===== config.mk =====
export PLATFORM = sky130hd
export DESIGN_NAME = step_phase_sequencer_flat
export DESIGN_NICKNAME = d
export VERILOG_FILES = /design/src/rtl/step_phase_sequencer_pkg.sv /design/src/rtl/step_phase_sequencer_if.sv /design/src/rtl/step_phase_sequencer_phase_lut.sv /design/src/rtl/step_phase_sequencer.sv /design/src/flat_wrapper.sv
export SDC_FILE = /design/constraint.sdc
export NUM_CORES = 1
export LEC_CHECK = 0
export ABC_CLOCK_PERIOD_IN_PS = 2300
export CELL_PAD_IN_SITES_DETAIL_PLACEMENT = 2
export CELL_PAD_IN_SITES_GLOBAL_PLACEMENT = 2
export CORE_UTILIZATION = 36
export DETAILED_ROUTE_END_ITERATION = 8
export PLACE_DENSITY_LB_ADDON = 0.25
export SLEW_MARGIN = 25
export SYNTH_ARGS = -nofsm -noshare
export SYNTH_HDL_FRONTEND = slang
export SYNTH_SLANG_ARGS = --single-unit
export TNS_END_PERCENT = 50

===== constraint.sdc =====
create_clock -name clk -period 2.3 [get_ports clk]
set_input_delay 0.23 -clock clk [delete_from_list [all_inputs] [get_ports clk]]
set_output_delay 0.23 -clock clk [all_outputs]
set_load 0.005 [all_outputs]

===== src/rtl/step_phase_sequencer_pkg.sv =====
// Shared stepper definitions: direction and step-size encodings, coil bit
// positions, and the eight-entry half-step energisation table.
package stepper_pkg;

  typedef logic [2:0] phase_t;
  typedef logic [3:0] coils_t;

  typedef enum logic {
    DIR_REV = 1'b0,
    DIR_FWD = 1'b1
  } dir_e;

  // Same polarity as the quarter-turn block's step size key.
  typedef enum logic {
    STEP_HALF = 1'b0,
    STEP_FULL = 1'b1
  } step_size_e;

  localparam int COIL_A    = 0;
  localparam int COIL_B    = 1;
  localparam int COIL_ABAR = 2;
  localparam int COIL_BBAR = 3;

  // Even phases drive one coil, odd phases drive the two neighbouring coils.
  localparam coils_t PHASE_TABLE [8] = '{
    coils_t'(1 << COIL_A),
    coils_t'((1 << COIL_A)    | (1 << COIL_B)),
    coils_t'(1 << COIL_B),
    coils_t'((1 << COIL_B)    | (1 << COIL_ABAR)),
    coils_t'(1 << COIL_ABAR),
    coils_t'((1 << COIL_ABAR) | (1 << COIL_BBAR)),
    coils_t'(1 << COIL_BBAR),
    coils_t'((1 << COIL_BBAR) | (1 << COIL_A))
  };

endpackage


===== src/rtl/step_phase_sequencer_if.sv =====
// Control and status bundle between a step source and the phase sequencer.
interface step_phase_sequencer_if #(
  parameter int POS_W = 16
);
  logic             step;
  logic             dir;
  logic             full_step;
  logic             enable;
  logic [3:0]       coils;
  logic             energized;
  logic             step_done;
  logic [POS_W-1:0] position;

  modport master (
    output step, dir, full_step, enable,
    input  coils, energized, step_done, position
  );

  modport slave (
    input  step, dir, full_step, enable,
    output coils, energized, step_done, position
  );
endinterface


===== src/rtl/step_phase_sequencer_phase_lut.sv =====
// Combinational phase index to coil pattern lookup.
module phase_lut
  import stepper_pkg::*;
(
  input  phase_t i_phase,
  output coils_t o_coils
);

  // NOTE: a full 8-entry index into a constant table covers every input
  // value, so no path is left unassigned and no latch can be inferred.
  always_comb begin
    o_coils = PHASE_TABLE[i_phase];
  end

endmodule


===== src/rtl/step_phase_sequencer.sv =====
// Step phase sequencer: turns gated step pulses into coil patterns for a
// 4-wire stepper driver, with position tracking and idle de-energise.
module step_phase_sequencer
  import stepper_pkg::*;
#(
  parameter int                POS_W       = 16,
  parameter int                IDLE_W      = 24,
  parameter logic [IDLE_W-1:0] IDLE_CYCLES = 24'd5_000_000
) (
  input logic                   clk,
  input logic                   rst,
  step_phase_sequencer_if.slave bus
);

  localparam bit                IDLE_EN   = (IDLE_CYCLES != '0);
  localparam logic [IDLE_W-1:0] IDLE_LAST = IDLE_CYCLES - 1'b1;

  logic              r_step_q;
  phase_t            r_phase;
  coils_t            r_coils;
  logic              r_energized;
  logic              r_step_done;
  logic [POS_W-1:0]  r_position;
  logic [IDLE_W-1:0] r_idle_cnt;

  logic              w_step_rise;
  logic              w_accept;
  logic              w_fwd;
  logic              w_timeout;
  phase_t            w_phase_delta;
  phase_t            w_next_phase;
  coils_t            w_next_coils;
  logic [POS_W-1:0]  w_pos_delta;
  logic [POS_W-1:0]  w_next_position;

  // step is already in the clk domain, so a single register suffices.
  assign w_step_rise   = bus.step & ~r_step_q;
  assign w_accept      = w_step_rise & bus.enable;
  assign w_fwd         = (bus.dir == DIR_FWD);
  assign w_phase_delta = (bus.full_step == STEP_FULL) ? 3'd2 : 3'd1;
  assign w_pos_delta   = POS_W'(w_phase_delta);

  assign w_next_phase    = w_fwd ? r_phase + w_phase_delta : r_phase - w_phase_delta;
  assign w_next_position = w_fwd ? r_position + w_pos_delta : r_position - w_pos_delta;
  assign w_timeout       = IDLE_EN && r_energized && (r_idle_cnt == IDLE_LAST);

  phase_lut u_phase_lut (
    .i_phase (w_next_phase),
    .o_coils (w_next_coils)
  );

  // NOTE: all state is updated with non-blocking assignments so every
  // register samples the pre-edge values, independent of statement order.
  always_ff @(posedge clk or negedge rst) begin
    if (!rst) begin
      r_step_q    <= 1'b0;
      r_phase     <= '0;
      r_coils     <= '0;
      r_energized <= 1'b0;
      r_step_done <= 1'b0;
      r_position  <= '0;
      r_idle_cnt  <= '0;
    end else begin
      r_step_q    <= bus.step;
      r_step_done <= w_accept;
      if (!bus.enable) begin
        r_coils     <= '0;
        r_energized <= 1'b0;
        r_idle_cnt  <= '0;
      end else if (w_accept) begin
        // An accepted step outranks a coincident idle terminal count.
        r_phase     <= w_next_phase;
        r_position  <= w_next_position;
        r_coils     <= w_next_coils;
        r_energized <= 1'b1;
        r_idle_cnt  <= '0;
      end else if (w_timeout) begin
        r_coils     <= '0;
        r_energized <= 1'b0;
        r_idle_cnt  <= '0;
      end else if (r_energized) begin
        r_idle_cnt  <= r_idle_cnt + 1'b1;
      end
    end
  end

  assign bus.coils     = r_coils;
  assign bus.energized = r_energized;
  assign bus.step_done = r_step_done;
  assign bus.position  = r_position;

endmodule


===== src/flat_wrapper.sv =====
// flat-port wrapper written by rule: the top's interface ports become plain ports
module step_phase_sequencer_flat import stepper_pkg::*;
#(
  parameter int                POS_W       = 16,
  parameter int                IDLE_W      = 24,
  parameter logic [IDLE_W-1:0] IDLE_CYCLES = 24'd5_000_000
)
  (clk, rst, bus_step, bus_dir, bus_full_step, bus_enable, bus_coils, bus_energized, bus_step_done, bus_position);
  step_phase_sequencer_if #(.POS_W(POS_W)) bus_i ();
  input logic clk;
  input logic rst;
  input wire logic [$bits(bus_i.step)-1:0] bus_step;
  input wire logic [$bits(bus_i.dir)-1:0] bus_dir;
  input wire logic [$bits(bus_i.full_step)-1:0] bus_full_step;
  input wire logic [$bits(bus_i.enable)-1:0] bus_enable;
  output wire logic [$bits(bus_i.coils)-1:0] bus_coils;
  output wire logic [$bits(bus_i.energized)-1:0] bus_energized;
  output wire logic [$bits(bus_i.step_done)-1:0] bus_step_done;
  output wire logic [$bits(bus_i.position)-1:0] bus_position;
  assign bus_i.step = bus_step;
  assign bus_i.dir = bus_dir;
  assign bus_i.full_step = bus_full_step;
  assign bus_i.enable = bus_enable;
  assign bus_coils = bus_i.coils;
  assign bus_energized = bus_i.energized;
  assign bus_step_done = bus_i.step_done;
  assign bus_position = bus_i.position;
  step_phase_sequencer #(.POS_W(POS_W), .IDLE_W(IDLE_W), .IDLE_CYCLES(IDLE_CYCLES)) u_core (.clk(clk), .rst(rst), .bus(bus_i));
endmodule

# After elaboration in Yosys (flattened, before gate mapping)
# Memory sizes are Yosys's and may differ from the RTL's.
# Index checks and enable logic that the tools add are counted.
dict set report classes {
  order_cmp 1
  n_reduce_logical 2
  addsub 5
  mux 15
  n_eq_ne 3
  bitwise 4
}
# op count
set ops {}
lappend ops {{$mux 24} 4}
lappend ops {{$add 24x1->24 const B} 1}
lappend ops {{$eq 24x23->1 const B} 1}
lappend ops {{$mux 4} 5}
lappend ops {{$add 16x3->16} 1}
lappend ops {{$mux 16} 1}
lappend ops {{$sub 16x3->16} 1}
lappend ops {{$ge 4x4->1 const B} 1}
lappend ops {{$ne 4x1->1 const B} 1}
lappend ops {{$not 3->4} 1}
lappend ops {{$add 3x3->3} 1}
lappend ops {{$mux 1} 3}
lappend ops {{$mux 3} 1}
lappend ops {{$ne 3x1->1 const B} 1}
lappend ops {{$sub 3x3->3} 1}
lappend ops {{$and 1x1->1} 2}
lappend ops {{$mux 2} 1}
lappend ops {{$reduce_and 2->1} 1}
lappend ops {{$logic_and 1x1->1} 1}
lappend ops {{$not 1->1} 1}
dict set report totals {
  in_bits 6
  elab_cells 38
  ff_bits 50
  rom_bits 32
  output_inout_bits 22
  memories 1
}
# name depth word_bits rd rd_clocked_by_memory_dff wr line
set memory_table {}
lappend memory_table {{(name not given)} 8 4 1 0 0 step_phase_sequencer_phase_lut.sv:12} ;# o_coils = PHASE_TABLE[i_phase];

# Longest topological paths before layout
# Gate-level depths: netlist of run 1.
dict set report depth {
  ltp_word 9
  depth_mapped 10
  depth_no_buf 10
}

# Modules after synthesis
# Synthesis of run 1 repeated with hierarchy kept, for this count alone.
dict set report unflattened {
  hier_cells 355
  hier_area_um2 3116.7
}
# module n_inst seq_area_each_um2 cells_per_inst area_each_um2
set by_module_without_submodules {}
lappend by_module_without_submodules {step_phase_sequencer 1 1251.2 348 3079.2}
lappend by_module_without_submodules {phase_lut 1 0.0 7 37.5}

# Least setup slack after synthesis of run 1
# Ideal clock, no wire load.
dict set report synth_timing {
  path_type {register to register}
  from {register u_core.r_position[0], in the netlist u_core.bus.position[0]}
  to {register u_core.r_position[14], in the netlist u_core.bus.position[14]}
  stages_incl_launch_ff 10
  arrival_time_ns 1.942
  slack_ns 0.212
  path_buffers 0
  required_ns 2.153
  setup_time_ns 0.147
  path_cell_list {dfrtp_1 ha_1 inv_1 fa_1 nor2b_2 o2111ai_1 a21boi_2 a31oi_1 a41oi_1 o311ai_0}
}
dict set report synth_via {
  elab_chain_cells 2
  word_cells_on_any_way 3
  classes_between {2 x add/sub; 1 x mux}
}
# item line
set synth_lines {}
lappend synth_lines {{start: declaration} step_phase_sequencer.sv:23} ;# logic [POS_W-1:0] r_position;
lappend synth_lines {{start signal: assignment} step_phase_sequencer.sv:73} ;# r_position <= w_next_position;
lappend synth_lines {{$sub 16x3->16 / $add 16x3->16 (equally long branches)} step_phase_sequencer.sv:44} ;# assign w_next_position = w_fwd ? r_position + w_pos_delta : r_position - w_pos_delta;
lappend synth_lines {{$mux 16 (*)} step_phase_sequencer.sv:44}
# Mark *: on every way between the ends. The rest lies on a longest branch, timed or not.
# A chain may end at the register's enable or synchronous reset.

# Worst setup path after layout of run 1
dict set report layout_timing {
  from {register u_core.r_position[6], in the netlist u_core.bus.position[6]}
  to {register u_core.r_position[13], in the netlist u_core.bus.position[13]}
}
# Same word-level chain as after synthesis.

==> flow_summary.yaml, run 1 <==
floorplanning:
  fp.dieH_um: 92.5
  dieArea_um2: 8550
  dieWidth_um: 92.5
  row_count: 32
  num_io_pins: 28
  start_util_pct: 37.8
  core-area_um2: 7810
routing:
  vias_per_cell: 5.49
  totalWireLength_um: 11000
  dr.first_iter.drc_count: 69
  drt.antenna.violating_nets: 0
  wire_per_inst_um: 21.9
  drt_pass1_iterations: 4
  num_vias: 2748
  drcViolationCount: 0
yosys:
  synthesis.nets: 340
  avgSynthCellArea_um2: 9.36
  synth.distinct_cells: 52
  synth_seq_cells: 50
  async_flop_share_pct: 100
  synthCells: 315
  synth_compound_area_share_pct: 13.6
  synthesis.area_um2: 2950
  yosysWarningCount: 0
  ys.flop_type: "dfrtp_1"
  synth_xor_area_share_pct: 10.1
  synthMuxAreaShare_pct: 1.36
  synth_edf_count: 0
  synthSimpleGateAreaFrac_pct: 20.0
  synth_top_family_by_area: "simple AND/OR/NAND/NOR gates"
  ys_seq_area_share_pct: 42.4
  synthAdderAreaFrac_pct: 8.57
run_status:
  status: "finished with violations"
  violations: "negative setup slack"
pwr:
  vdd_drop_max_uv: 502
  power-per-cell-area_nw_per_um2: 1150
  intPower_mw: 2.64
  power.total_mw: 4.55
  p_sw_mw: 1.91
  p_leak_nw: 1.80
  comb_power_share_pct: 61.3
  clockPowerShare_pct: 11.6
  power.share.sequential_pct: 27.1
  switching_share_pct: 42.0
global_route:
  grt_usage_pct: 25.5
  grt_pass1_vias: 3011
  grt_max_degree: 51
  antenna_found_initial: 0
  grt_pass1_wl_um: 16600
  gr-total-overflow: 0
layout:
  nets: 424
  final_core_util_pct: 50.5
  layout_common_cells: "buf_4, dfrtp_1, nand2_1, nor2_1, clkdlybuf4s50_1"
  final_common_cell: "buf_4"
  multi_input_area_um2: 1700
  final_area_um2: 3940
  syn2layout_area_growth_pct: 33.7
  stdcell_count: 501
  drive_gt1_share_pct: 22.8
  seq_area_um2: 1250
  diodes: 0
  n_fill_cell: 830
sta:
  min_period_ps: 2340
  hold_viol: 0
  rsz0062_at_grt: "yes"
  maxSlewHeadroom_pct: 55.6
  tns_ps: -46.8
  setup_violations: 2
  setup_ws_ps: -37.8
  layout_worst_path_cycle_share_pct: 102
  fmax_mhz: 428
  hold_slack_ps: 41.2
  tightestPinTransition_ps: 666
  clock_skew_ps: 4.86
  report.final.slew_viol_count: 0
setup_path:
  rrSetupSlack_ps: -40
  startpoint_type: "flip-flop"
  required_ps: 2480
  path_class: "reg2reg"
  worst_ep_arrival_time_ps: 2520
  critical_path.slowest_cell: "a2111oi_4"
  end_kind: "flip-flop"
  cp_max_fo: 3
  cp_cell_sequence: "ha_1 > a2111oi_4 > o21ai_2 > nand2_1 > o21ai_0 > buf_4 > nor3_1 > o31ai_1"
  max_stage_delay_ps: 460
placement:
  io_buffer_count: 27
  dpl_cell_area_um2: 3680
  hpwlAfterDp_um: 6680
  dp_slack_ps: -636
  gp_congestion: 0.841
  placed_cells: 489
cts:
  hold_buffers: 0
  cts_tree: "done"
  insertion_delay_ps: 300
  clk_pin_slew_ps: 100
  cts_buffer_depth: 2
  cts.sinks: 50
  h-tree-depth: 2
  cts_inserted_buffers: 5
  cts_root_buffer: "clkbuf_8"
hold_path:
  hold_path_class: "in2async"
run:
  drv_cap: 0
## worst max-delay path, delay by kind of cell (launching register included)
kind,cells,cell delay [ps]
fa+ha+maj,1,400
compound gates,4,830
simple gates,2,380
flops,1,430
buf+inv,1,160
## power by group through the flow
stage / Combinational (mW) / Clock (mW) / Sequential (mW)
floorplan: 1.06 / 0 / 1.20
global placement: 2.13 / 0 / 1.23
detailed placement: 2.28 / 0 / 1.24
CTS: 2.48 / 0.548 / 1.23
global route: 2.95 / 0.571 / 1.25
finish: 2.79 / 0.528 / 1.23
## cells by family after synthesis
group                    after synthesis
XOR/XNOR                              34
buffers and inverters                 21
AO/OA/AOI/OAI                         63
multiplexers                           4
flip-flops                            50
AND/OR/NAND/NOR                      124
adder cells (fa/ha/maj)               19
## state kept, by name (all words and copies together) (netlist names)
register	count
u_core.r_idle_cnt	24
u_core.r_phase	3
u_core.bus.step_done	1
u_core.bus.energized	1
u_core.bus.position	16
u_core.r_step_q	1
u_core.bus.coils	4
## what timing repair did
| item | CTS | global route |
|---|---|---|
| gates resized for setup | 16 | 10 |
| setup buffers | 3 | 2 |
| endpoints found under the setup margin | 8 | 9 |
| pin swaps | 4 | 11 |
| gates cloned | 0 | 0 |
## area by class of cell
class	count	share of cell area (%)
multi-input combinational	244	43.2
sequential	50	31.7
timing repair buffer	85	18.4
tap	102	3.24
clock buffer	5	1.75
inverter	13	1.24
clock inverter	2	0.381
## worst paths after layout
kind | depth (start not counted) | end | start
max | 8 | u_core.bus.position[13] | u_core.bus.position[6]
min | 2 | u_core.r_idle_cnt[18] | rst
max reg2reg | 8 | u_core.bus.position[13] | u_core.bus.position[6]
min reg2reg | 1 | u_core.bus.position[15] | u_core.bus.position[15]
max in group asynchronous | 2 | u_core.r_idle_cnt[7] | rst
min in group clk | 1 | u_core.r_step_q | bus_step
## synthesized netlist by cell type (5+ instances only)
cell type  instances  area, um2
ha_1              17        213
nand4_1            6       37.5
o21ai_0           22        110
a21oi_1           12       60.1
xnor2_1           14        123
nor3_1             5       25.0
nand3_1            9       45.0
xor2_1            20        175
nand2_1           41        154
dfrtp_1           50       1250
and3_1             9       56.3
inv_1             13       48.8
nor2_1            36        135
## metal layers
metal | up-vias | share of wire, % | global-route usage, % | wire, um
li1 | 1262 | - | - | -
met1 | 1416 | 43 | 32.0 | 4760
met2 | 52 | 52 | 46.0 | 5660
met3 | 18 | 2.1 | 3.04 | 230
met4 | 0 | 3.0 | 6.77 | 327
met5 | - | 0 | 0 | 0
Note: power is estimated with default switching activity, not from simulation.
==> inputs of run 2 (changes only) <==
- CORE_MARGIN: default -> 8
==> flow_summary.yaml, run 2 (synthesis gave the netlist of run 1 again) <==
layout:
  layout_common_cells: "buf_4, dfrtp_1, nand2_1, nor2_1, clkdlybuf4s50_1"
  largest_reg_flops: 24
  stdcell_count: 506
  final_core_util_pct: 48.0
  diodes: 0
  top_register: "u_core.r_idle_cnt"
  drive_gt1_share_pct: 21.9
  final_common_cell: "buf_4"
  nets: 426
  syn2layout_area_growth_pct: 31.7
sta:
  report.final.slew_viol_count: 0
  maxSlewHeadroom_pct: 55.4
  clock_skew_ps: 12.7
  setup_violations: 0
  fmax_mhz: 436
  min_period_ps: 2290
  hold_viol: 0
  layout_worst_path_cycle_share_pct: 99.7
  tightestPinTransition_ps: 669
routing:
  wire_per_inst_um: 18.5
  drt_pass1_iterations: 4
  drcViolationCount: 0
  drt.antenna.violating_nets: 0
  dr.first_iter.drc_count: 40
  num_vias: 2679
  vias_per_cell: 5.29
  totalWireLength_um: 9390
floorplanning:
  fp.dieH_um: 106
  dieArea_um2: 11300
  start_util_pct: 36.4
  dieWidth_um: 106
  num_io_pins: 28
  core-area_um2: 8090
  row_count: 33
pwr:
  intPower_mw: 2.53
  power-per-cell-area_nw_per_um2: 1070
  switching_share_pct: 39.3
  comb_power_share_pct: 58.7
  vdd_drop_max_uv: 280
  clockPowerShare_pct: 12.3
  p_sw_mw: 1.64
  power.total_mw: 4.16
  p_leak_nw: 1.79
  power.share.sequential_pct: 28.9
cts:
  cts.sinks: 50
  cts_buffer_depth: 2
  cts_inserted_buffers: 5
  h-tree-depth: 2
  insertion_delay_ps: 310
  cts_root_buffer: "clkbuf_8"
  clk_pin_slew_ps: 100
  cts_tree: "done"
setup_path:
  worst_ep_arrival_time_ps: 2480
  end_kind: "flip-flop"
  path_class: "reg2reg"
  cp_max_fo: 3
  setup.worst_path.start: "u_core.bus.position[6]"
  startpoint_type: "flip-flop"
  r2r-start: "u_core.bus.position[6]"
  required_ps: 2490
hold_path:
  min_from: "bus_full_step"
  hold_path_class: "in2reg"
global_route:
  grt_max_degree: 36
  antenna_found_initial: 0
  grt_pass1_wl_um: 15200
  grt_pass1_vias: 3019
  gr-total-overflow: 0
  grt_usage_pct: 16.6
run_status:
  status: "complete, no violations"
placement:
  gp_congestion: 0.776
  hpwlAfterDp_um: 6960
  io_buffer_count: 27
  placed_cells: 490
run:
  drv_cap: 0
run 2: repair_timing:
action,4_1_cts,5_1_grt
setup endpoints to repair,9,7
pin swaps,3,7
buffers inserted,2,5
gates resized for setup,8,15
endpoints found under the hold margin,24,0
hold buffers,1,0
cloned,1,0
run 2: final timing paths:
kind / slack (ps) / to / cells after the start
worst max-delay path: 6 / u_core.bus.position[11] / 7
worst min-delay path: 400 / u_core.bus.position[0] / 5
worst max register to register: 6 / u_core.bus.position[11] / 7
max in group asynchronous: 1150 / u_core.r_idle_cnt[14] / 3
min in group asynchronous: 480 / u_core.bus.position[1] / 2
worst min register to register: 480 / u_core.bus.position[15] / 1
run 2: cell type report:
cell class | instances | area, um2
repair buffers | 86 | 708
multi-input cells | 244 | 1650
fillers | 878 | 4210
inverters | 13 | 52.6
well taps | 105 | 131
clock buffers | 7 | 76.3
repair inverters | 1 | 7.51
flip-flops and latches | 50 | 1250
run 2: critical path, stage by stage (launching register included):
cell and delay [ps]:
dfrtp_1 430, ha_1 330, a2111oi_0 460, o21ai_1 200, and2_1 210, a21oi_1 240
xor2_1 200, o21ai_0 100
run 2: metrics by stage:
stage | setup WS (ps) | TNS, ps | hold WS, ps | instance area, um2
finish | 6.47 | 0 | 403 | 3880
global route | -34.6 | -48.9 | 403 | 3880
CTS | -11.0 | -12.9 | 402 | 3790
floorplan | 212 | 0 | -65.6 | 2950
global placement | -345 | -2780 | 291 | 3660
detailed placement | -625 | -5000 | 290 | 3660
run 2: layer usage:
layer	GRT usage, %	vias to the layer above	routed length [um]
met5	0	-	0
met4	4.72	0	138
met3	2.72	13	230
met2	31.3	33	5060
met1	18.6	1370	3960
li1	-	1263	-
run 2: power groups by stage:
stage          Clock (mW)  Combinational, mW  Sequential [mW]
5_1_grt             0.559               2.66             1.24
4_1_cts             0.530               2.32             1.21
3_3_place_gp            0               2.09             1.22
2_1_floorplan           0               1.06             1.20
6_report            0.514               2.45             1.20
3_5_place_dp            0               2.24             1.22
==> edit: new RTL, flow settings as in run 1 <==
Make the reset (`rst`) synchronous in one clocked block.
--- a/src/rtl/step_phase_sequencer.sv
+++ b/src/rtl/step_phase_sequencer.sv
@@ -52,5 +52,5 @@
   // NOTE: all state is updated with non-blocking assignments so every
   // register samples the pre-edge values, independent of statement order.
-  always_ff @(posedge clk or negedge rst) begin
+  always_ff @(posedge clk) begin
     if (!rst) begin
       r_step_q    <= 1'b0;
Formal check against the unedited RTL: differs if rst is asserted again (counterexample within 4 cycles, from zero or initial values and one cycle with rst low); with rst held inactive, the same outputs for 10 cycles.
==> edit against run 1 <==
- the run still ends with negative setup slack left
- clock skew grew 0.011 ns
- first-iteration DRC count is 68% higher
- synthesized area down 1.9%
- sequential cell count stayed put
- routed wire length grew 28%
- setup slack worse by 0.019 ns
- critical path depth grew 2
- design area shrank 0.41%
- critical endpoint is now u_core.bus.position[15]
- highest routed layer unchanged
Power is not compared: it rests on default switching activity, and its combinational part moved more than twofold at a synthesized area within 25%.
==> edit: results <==
metrics = {
    "status": {
        "status": "complete, but fails checks",
        "failed_checks": "negative setup slack",
    },
    "timing": {
        "clock-skew-final_ns": 0.0157,
        "tns_ns": -0.118,
        "timing.final.crit_share_pct": 102,
        "layout_setup_ws_ns": -0.0570,
        "setup_viol": 5,
        "timing.hold.ws_ns": 0.512,
    },
    "global_routing": {
        "track_usage_pct": 29.9,
        "grt_pass1_vias": 3489,
        "grt_pass1_wl_mm": 19.2,
        "grt_max_degree": 29,
    },
    "placed_design": {
        "place.gp.congestion": 0.866,
        "dp.cells": 512,
        "dpl.hpwl_mm": 7.38,
        "place_ws_ns": -0.441,
    },
    "cells_and_area": {
        "nets": 453,
        "drive_gt1_share_pct": 24.0,
        "fillers": 860,
    },
    "die": {
        "die_x_um": 91.6,
    },
    "yosys": {
        "syn_area_per_cell_um2": 8.31,
        "synth_common_cells": "dfxtp_1, nand2_1, nor2_1",
        "synthArstFlopShare_pct": 0,
        "yosysUniqueCellTypes": 51,
        "synth.net_count": 373,
        "synth_area_leaders": "dfxtp_1, ha_1, nand2_1",
        "ys_seq_area_share_pct": 34.6,
    },
    "routing": {
        "vias": 3157,
        "drtIter0Drc": 116,
        "routedWlPerCell_um": 26.5,
    },
    "critical_path": {
        "worstPathMaxFanout": 8,
        "slowest_delay_ns": 0.34,
        "cp_slowest_cell": "ha_2",
    },
    "clocking": {
        "insertion_delay_ns": 0.33,
    },
    "worst_hold_path": {
        "holdCritPathClass": "reg -> reg",
    },
}
[edit: changes by cell type in the layout (fill, tap and decap cells not counted), sizes merged, moves of 7 or more]
| cell | delta |
|---|---|
| xor2 | -10 |
| dfrtp | -50 |
| dfxtp | +50 |
| nor2 | -8 |
| a21boi | +7 |
| a21oi | +8 |
[edit: cells by family after synthesis]
family	after synthesis	share of synthesized area, %
DFF	50	34.6
muxes	5	1.82
and+or+nand+nor	134	24.1
AOI/OAI and AO/OA	83	18.3
adders and majority gates	19	8.74
buffers and inverters	31	4.54
xor gates and xnor gates	26	7.87
[edit: metal layers]
layer  track usage [%]  wire [um]
met1              33.7       5280
met2              56.5       7480
met3              3.65        527
met4              12.3        759
met5                 0          0
[edit: final timing paths]
kind	to	cells after the start	start
worst max-delay path	u_core.bus.position[15]	10	bus_dir
worst min-delay path	u_core.bus.position[11]	2	u_core.bus.position[11]
worst max register to register	u_core.bus.coils[3]	6	u_core.r_idle_cnt[14]
worst min register to register	u_core.bus.position[11]	2	u_core.bus.position[11]
[edit: where the power goes]
group	leakage [nW]	switching (mW)	total, mW	internal (mW)
Sequential	0.406	0.0297	0.922	0.892
Clock	0.0563	0.358	0.690	0.332
Combinational	1.07	0.298	0.552	0.254
[edit: layout make-up]
cell class	count	area (um^2)	area share (%)
Clock inverter	3	48.8	1.24
Tap cell	102	128	3.25
Timing Repair Buffer	86	727	18.5
Multi-Input combinational cell	267	1880	47.9
Clock buffer	5	68.8	1.75
Sequential cell	50	1000	25.6
Inverter	18	67.6	1.72
[edit: repair_timing]
action                                  4_1_cts  5_1_grt
buffers inserted                             10        1
gates resized for setup                      16       24
endpoints found under the setup margin       10       14
pin swaps                                     6       10
hold endpoints to repair                      0        0
